`config.mk`:
```
export PLATFORM = sky130hd
export DESIGN_NAME = pinaipple_array_seq
export DESIGN_NICKNAME = d
export VERILOG_FILES = /design/src/rtl/pinaipple_acc_pkg.sv /design/src/rtl/pinaipple_sync2.sv /design/src/rtl/pinaipple_array_seq.sv
export SDC_FILE = /design/constraint.sdc
export NUM_CORES = 1
export LEC_CHECK = 0
export ABC_CLOCK_PERIOD_IN_PS = 2100
export CAP_MARGIN = 20
export CORE_ASPECT_RATIO = 0.9
export CORE_MARGIN = 1.5
export CORE_UTILIZATION = 30
export CTS_CLUSTER_SIZE = 24
export DETAILED_ROUTE_END_ITERATION = 12
export PLACE_DENSITY = 0.63
export SLEW_MARGIN = 40
export SYNTH_ARGS = -nofsm -noshare
export SYNTH_HDL_FRONTEND = slang
export SYNTH_SLANG_ARGS = --single-unit
```
`constraint.sdc`:
```
create_clock -name clk_i -period 2.1 [get_ports clk_i]
set_input_delay 0.315 -clock clk_i [delete_from_list [all_inputs] [get_ports clk_i]]
set_output_delay 0.315 -clock clk_i [all_outputs]
set_load 0.01 [all_outputs]
```
`src/rtl/pinaipple_acc_pkg.sv`:
```
// Shared types for the pinaipple memristor accelerator interface.
// Array opcodes, sequencer states and pad widths.
package pinaipple_acc_pkg;

  localparam int ADDR_W = 5;
  localparam int DATA_W = 4;

  typedef enum logic [1:0] {
    OP_INFER    = 2'b00,
    OP_READ_REG = 2'b01,
    OP_READ_MEM = 2'b10,
    OP_PROG     = 2'b11
  } array_op_e;

  typedef enum logic [2:0] {
    IDLE,
    SETUP,
    PULSE,
    HOLD,
    RESP
  } seq_state_e;

endpackage

```
`src/rtl/pinaipple_sync2.sv`:
```
// Two-flop synchroniser for asynchronous pad inputs.
// Each bit is synchronised independently.
module pinaipple_sync2 #(
  parameter int W = 1
) (
  input  logic         clk_i,
  input  logic         rst_i,
  input  logic [W-1:0] d_i,
  output logic [W-1:0] q_o
);

  logic [W-1:0] s1_q;
  logic [W-1:0] s2_q;

  always_ff @(posedge clk_i or posedge rst_i) begin
    if (rst_i) begin
      s1_q <= '0;
      s2_q <= '0;
    end else begin
      s1_q <= d_i;
      s2_q <= s1_q;
    end
  end

  assign q_o = s2_q;

endmodule

```
`src/rtl/pinaipple_array_seq.sv`:
```
// Pad timing sequencer for the memristor array.
// One command in flight: setup, pulse, hold, then respond.
module pinaipple_array_seq
  import pinaipple_acc_pkg::*;
#(
  parameter int TSetup = 4,
  parameter int TPulse = 8,
  parameter int THold  = 4,
  parameter int AddrW  = ADDR_W
) (
  input  logic             clk_i,
  input  logic             rst_i,
  input  logic             cmd_valid_i,
  output logic             cmd_ready_o,
  input  logic [1:0]       cmd_op_i,
  input  logic [AddrW-1:0] cmd_col_i,
  input  logic [AddrW-1:0] cmd_row_i,
  input  logic             cmd_wbit_i,
  output logic             rsp_valid_o,
  input  logic             rsp_ready_i,
  output logic [3:0]       rsp_data_o,
  output logic             busy_o,
  output logic [1:0]       instructions_o,
  output logic [AddrW-1:0] addr_col_o,
  output logic [AddrW-1:0] addr_row_o,
  output logic             cbl_o,
  output logic             cblen_o,
  output logic             csl_o,
  output logic             cwl_o,
  input  logic             bit_out_i [DATA_W]
);

  localparam int MaxSP = (TSetup > TPulse) ? TSetup : TPulse;
  localparam int MaxT  = (MaxSP > THold) ? MaxSP : THold;
  localparam int CntW  = (MaxT > 1) ? $clog2(MaxT) : 1;

  if (TSetup < 1 || TPulse < 1 || THold < 3) begin : g_param_chk
    $error("pinaipple_array_seq: illegal timing parameters");
  end

  seq_state_e state_q, state_d;
  array_op_e  op_q, op_d;
  logic [CntW-1:0]   cnt_q, cnt_d;
  logic [AddrW-1:0]  col_q, col_d;
  logic [AddrW-1:0]  row_q, row_d;
  logic              wbit_q, wbit_d;
  logic [DATA_W-1:0] data_q, data_d;
  // {cbl, cblen, csl, cwl}, registered so pads never glitch
  logic [3:0]        ctl_q, ctl_d;
  logic [DATA_W-1:0] bits_raw;
  logic [DATA_W-1:0] bits_sync;

  always_comb begin
    for (int i = 0; i < DATA_W; i++) begin
      bits_raw[i] = bit_out_i[i];
    end
  end

  pinaipple_sync2 #(
    .W(DATA_W)
  ) u_sync (
    .clk_i(clk_i),
    .rst_i(rst_i),
    .d_i  (bits_raw),
    .q_o  (bits_sync)
  );

  always_ff @(posedge clk_i or posedge rst_i) begin
    if (rst_i) begin
      state_q <= IDLE;
      op_q    <= OP_INFER;
      cnt_q   <= '0;
      col_q   <= '0;
      row_q   <= '0;
      wbit_q  <= 1'b0;
      data_q  <= '0;
      ctl_q   <= '0;
    end else begin
      state_q <= state_d;
      op_q    <= op_d;
      cnt_q   <= cnt_d;
      col_q   <= col_d;
      row_q   <= row_d;
      wbit_q  <= wbit_d;
      data_q  <= data_d;
      ctl_q   <= ctl_d;
    end
  end

  always_comb begin
    state_d = state_q;
    op_d    = op_q;
    cnt_d   = cnt_q;
    col_d   = col_q;
    row_d   = row_q;
    wbit_d  = wbit_q;
    data_d  = data_q;
    unique case (state_q)
      IDLE: begin
        if (cmd_valid_i) begin
          state_d = SETUP;
          cnt_d   = CntW'(TSetup - 1);
          op_d    = array_op_e'(cmd_op_i);
          col_d   = cmd_col_i;
          row_d   = cmd_row_i;
          wbit_d  = cmd_wbit_i;
        end
      end
      SETUP: begin
        if (cnt_q != '0) begin
          cnt_d = cnt_q - 1'b1;
        end else if (op_q == OP_READ_REG) begin
          state_d = HOLD;
          cnt_d   = CntW'(THold - 1);
        end else begin
          state_d = PULSE;
          cnt_d   = CntW'(TPulse - 1);
        end
      end
      PULSE: begin
        if (cnt_q != '0) begin
          cnt_d = cnt_q - 1'b1;
        end else begin
          state_d = HOLD;
          cnt_d   = CntW'(THold - 1);
        end
      end
      HOLD: begin
        if (cnt_q != '0) begin
          cnt_d = cnt_q - 1'b1;
        end else begin
          state_d = RESP;
          data_d  = (op_q == OP_PROG) ? '0 : bits_sync;
        end
      end
      RESP: begin
        if (rsp_ready_i) begin
          state_d = IDLE;
          op_d    = OP_INFER;
          col_d   = '0;
          row_d   = '0;
          wbit_d  = 1'b0;
        end
      end
      default: state_d = IDLE;
    endcase
  end

  always_comb begin
    ctl_d = '0;
    if (state_d == PULSE) begin
      unique case (1'b1)
        (op_d == OP_PROG):     ctl_d = {wbit_d, 1'b1, ~wbit_d, 1'b1};
        (op_d == OP_READ_MEM): ctl_d = 4'b0011;
        (op_d == OP_INFER):    ctl_d = 4'b0010;
        default:               ctl_d = '0;
      endcase
    end
  end

  assign cmd_ready_o    = (state_q == IDLE) && !rst_i;
  assign busy_o         = (state_q != IDLE);
  assign rsp_valid_o    = (state_q == RESP);
  assign rsp_data_o     = data_q;
  assign instructions_o = op_q;
  assign addr_col_o     = col_q;
  assign addr_row_o     = row_q;
  assign {cbl_o, cblen_o, csl_o, cwl_o} = ctl_q;

  a_ctl_pulse_only: assert property (
    @(posedge clk_i) disable iff (rst_i)
    (state_q != PULSE) |-> (ctl_q == 4'b0)
  );

endmodule

```
* Yosys cells after proc, flatten, opt, wreduce, memory -nomap -nowiden
Cells that the tools add are included.
Storage, ports and cells: bits in registers 35, input port bits 21, output and inout port bits 23, logic and storage cells 63
Cells by class: $add $sub $neg 1, eq/ne operators 12, mux-type cells 27, bitwise operators 2, reductions and logical operators 11
Operators with widths (number):
- two-way mux 3 bit | 10
- one-hot mux 5 bit (2 select lines) | 2
- two-way mux 5 bit | 3
- one-hot mux 3 bit (5 select lines) | 1
- one-hot mux 3 bit (4 select lines) | 1
- one-hot mux 4 bit (3 select lines) | 1
- equality test 3 x 2 -> 1 bit (second input constant) | 3
- two-way mux 4 bit | 2
- equality test 2 bit (second input constant) | 3
- AND reduction 3 bit | 2
- nonzero test 3 bit | 2
- two-way mux 2 bit | 2
- inequality test 2 bit (second input constant) | 2
- one-hot mux 2 bit (2 select lines) | 1
- nonzero test 4 bit | 1
- equality test 3 x 1 -> 1 bit (second input constant) | 1
- equality test 3 bit (second input constant) | 1
- logical NOT 3 bit | 1
- two-way mux 1 bit | 3
- subtractor 3 x 1 -> 3 bit (second input constant) | 1
- equality test 2 x 1 -> 1 bit (second input constant) | 1
- logical NOT 2 bit | 1
- inequality test 2 x 1 -> 1 bit (second input constant) | 1
- inverter 1 bit | 2
- other kinds (5) | 5

* Longest topological paths before layout
depth after elaboration 6, gate-level depth with buffers 6, depth with buffers taken out 6

* Hierarchy
A second synthesis with hierarchy kept.
Second synthesis, totals: cells, all modules 121, area, all modules 1445.1 µm²
Modules (own cells, without submodules):
- pinaipple_array_seq | times used 1, cells an instance 112, area an instance 1241.2 µm², seq. area each 675.6 µm²
- pinaipple_sync2 | times used 1, cells an instance 9, area an instance 203.9 µm², seq. area each 200.2 µm²

* Least setup slack after synthesis
No wires, ideal clock.
path kind reg2out, start register state_q[1], end output cmd_ready_o, arrival 1153 ps, required time 1785 ps, path slack 632 ps, cell stages (with the launch flop) 4, path through dfrtp_1 -> buf_2 -> or3_1 -> nor2_1
Between the ends: longest elaborated chain between the ends 2
Ends and longest elaborated chain:
- start: declaration | line pinaipple_array_seq.sv:41 | seq_state_e state_q, state_d;
- start signal: assignment | line pinaipple_array_seq.sv:79 | state_q <= state_d;
- logical NOT 3 bit | line pinaipple_array_seq.sv:161 | assign cmd_ready_o = (state_q == IDLE) && !rst_i;
- logical AND 1 bit | line pinaipple_array_seq.sv:161
- end: declaration | line pinaipple_array_seq.sv:14 | output logic cmd_ready_o,
Every way passes these cells.

* Worst setup path in the final report
start register state_q[1], end output rsp_valid_o
Between the ends: longest elaborated chain between the ends 1
Ends and longest elaborated chain:
- equality test 3 bit | line pinaipple_array_seq.sv:163 | assign rsp_valid_o = (state_q == RESP);
- end: declaration | line pinaipple_array_seq.sv:19 | output logic rsp_valid_o,
Every way passes these cells.

==> impl_metrics.env <==
export IMPL_finalHoldWorstSlack_ns=0.347
export IMPL_whs_path_depth=0
export IMPL_gp_congestion=0.858
export IMPL_worstPathArrival_ns=1.61
export IMPL_cts_tree="done"
export IMPL_drive_gt1_share_pct=10.5
export IMPL_yosysSeqAreaShare_pct=61.1
export IMPL_p_per_area_nw_per_um2=1320
export IMPL_grt_max_degree=36
export IMPL_crit_fanout=5
export IMPL_status="complete, no violations"
export IMPL_start_util_pct=31.7
export IMPL_cts_made_buffers=5
export IMPL_max_cap_violations=0
export IMPL_die_w_um=75.8
export IMPL_fin_util_pct=45.1
export IMPL_timing_rr_start="state_q[1]"
export IMPL_rsz0062_at_grt="no"
export IMPL_period_needed_ns=1.93
export IMPL_synth_top_area_cell="dfrtp_1"
export IMPL_fmax_mhz=518
export IMPL_fp_dieH_um=68.6
export IMPL_p_seq_share_pct=38.7
export IMPL_yosysWarnings=0
export IMPL_fp_dieArea_um2=5200
export IMPL_post_route_drc_count=0
export IMPL_hold_start="u_sync.s1_q[1]"
export IMPL_synthFlopType="dfrtp_1"
export IMPL_antennaDiodeCount=0
export IMPL_cp_data_required_time_ns=1.78
export IMPL_clock_sinks=35
export IMPL_grt_pass1_wl_mm=5.04
export IMPL_setup_viol=0
export IMPL_finalHoldViolCount=0
export IMPL_port_buffers=43
export IMPL_final_cells=233
export IMPL_pin_count=44
export IMPL_h_tree_depth=2
export IMPL_ys_seq_elements=35
export IMPL_synth_most_common_cell="dfrtp_1"
export IMPL_synthTopCellsByArea="dfrtp_1, a22o_1, nand2_1, nor4b_2, inv_1"
export IMPL_tightest_slew_ns=0.424
export IMPL_reg2reg_depth=5
export IMPL_startpoint_type="flop"
export IMPL_dp_cells=225
export IMPL_drtPass1Iterations=4
export IMPL_power_switching_mw=0.900
export IMPL_fin_crit_sh_pct=91.9
export IMPL_wl_per_cell_um=13.1
export IMPL_drtAntennaViolNets=0
export IMPL_grt_remaining_overflow=0
export IMPL_grt_usage_pct=13.4
export IMPL_antenna_found_initial=0
export IMPL_cp_end_kind="output port"
export IMPL_cts_max_path_buffers=2
export IMPL_syn_area_um2=1430
export IMPL_crit_type="reg -> out"
export IMPL_via_count=1079
export IMPL_worstSkewPairLatency_ns=0.28
export IMPL_p_clk_share_pct=16.8
export IMPL_cts_setup_buffers=0
export IMPL_grt_pass1_vias=1120
export IMPL_core_area_um2=4520
export IMPL_syn_instance_count=119
export IMPL_wl_mm=3.06
export IMPL_async_flop_share_pct=100
export IMPL_p_int_mw=1.79
export IMPL_worstHoldPathType="reg -> reg"
export IMPL_synth_edf_count=0
export IMPL_slew_viol_final=0
export IMPL_fin_tns_setup_ns=0
export IMPL_place_area_um2=1960
export IMPL_layout_setup_ws_ns=0.171
export IMPL_netlist_area_leader_share_pct=61.1
export IMPL_syn_num_nets=142
export IMPL_rows=23
export IMPL_design_area_um2=2040
export IMPL_dp_hpwl_mm=2.29
export IMPL_clock_skew_final_ns=0.00894
export IMPL_routed_via_density=4.63
export IMPL_clk_pin_slew_worst_paths_ns=0.07
export IMPL_fin_total_pwr_mw=2.69
export IMPL_fin_nets=193
export IMPL_p_sw_share_pct=33.4
export IMPL_ir_drop_v=0.000706
export IMPL_synth_distinct_cells=36
export IMPL_pwr_share_comb_pct=44.5
export IMPL_synth_avg_cell_area_um2=12.0
export IMPL_slew_headroom_pct=71.7
export IMPL_cts_root_buf="clkbuf_8"
export IMPL_p_leak_nw=0.942
export IMPL_area_growth_syn_to_layout_pct=42.4
export IMPL_drt_iter0_drc=86
export IMPL_crit_start="state_q[1]"
export IMPL_ys_top_cells_by_count="dfrtp_1, nand2_1, a22o_1"
export IMPL_pre_cts_ws_ns=0.266
[cell families (layout without fill, tap and decap cells)]
family,after synthesis,count (layout),synth area share [%]
AOI/OAI and AO/OA,29,29,15.8
xor gates and xnor gates,1,1,0.611
and+or+nand+nor,37,37,14.2
DFF,35,35,61.1
muxes,3,3,2.53
buffers and inverters,12,64,3.93
adders and majority gates,2,2,1.75
[what timing repair did]
item | CTS | global route
endpoints found under the setup margin | 0 | 1
resized for setup | 0 | 1
hold buffers | 0 | 0
[critical path, cell delays in order, from the launching register on]
cell             delay (ns)
dfrtp_1                0.41
nor2_2                 0.23
nand2_1                0.10
inv_1                  0.06
clkdlybuf4s50_1        0.53
[final timing paths]
check	to	slack [ns]
worst max-delay path	rsp_valid_o	0.17
worst min-delay path	u_sync.q_o[1]	0.35
worst max register to register	ctl_q[1]	0.46
worst min register to register	u_sync.q_o[1]	0.35
max in group asynchronous	addr_col_o[0]	1.33
min in group asynchronous	state_q[0]	0.46
[final cells by class]
type | instances | area (um2)
Multi-Input combinational cell | 72 | 500
Tap cell | 62 | 77.6
Timing Repair Buffer | 49 | 478
Clock buffer | 7 | 76.3
Inverter | 7 | 26.3
Clock inverter | 1 | 5.00
Sequential cell | 35 | 876
Fill cell | 422 | 2480
[layout by cell type (no fill, tap or decap), types with 3 or more instances in the layout]
cell and count:
a22o_1 10, buf_4 6, clkbuf_8 5, clkdlybuf4s50_1 42
dfrtp_1 35, inv_1 7, nand2_1 14, nor2_1 5
nor2b_1 3, nor3_1 3, o21ai_1 4
[flip-flops by register name, indices dropped and copies added (netlist names)]
| register | flops |
|---|---|
| addr_col_o | 5 |
| addr_row_o | 5 |
| ctl_q | 4 |
| rsp_data_o | 4 |
| u_sync.q_o | 4 |
| u_sync.s1_q | 4 |
| cnt_q | 3 |
| state_q | 3 |
| instructions_o | 2 |
| wbit_q | 1 |
[routing by layer]
| metal | vias to the layer above | GRT usage, % | part of all wire (%) |
|---|---|---|---|
| li1 | 515 | - | - |
| met1 | 524 | 16.3 | 45 |
| met2 | 33 | 21.6 | 50 |
| met3 | 7 | 4.22 | 4.2 |
| met4 | 0 | 6.25 | 1.6 |
| met5 | - | 0 | 0 |
[power by group through the flow]
stage                     clock (mW)  combinational [mW]  sequential [mW]
final                          0.451                1.20             1.04
after CTS                      0.466                1.21             1.04
after floorplan                    0               0.609             1.10
after global routing           0.491                1.32             1.07
after global placement             0                1.17             1.04
after detailed placement           0                1.20             1.05
(Power assumes the default switching activity.)
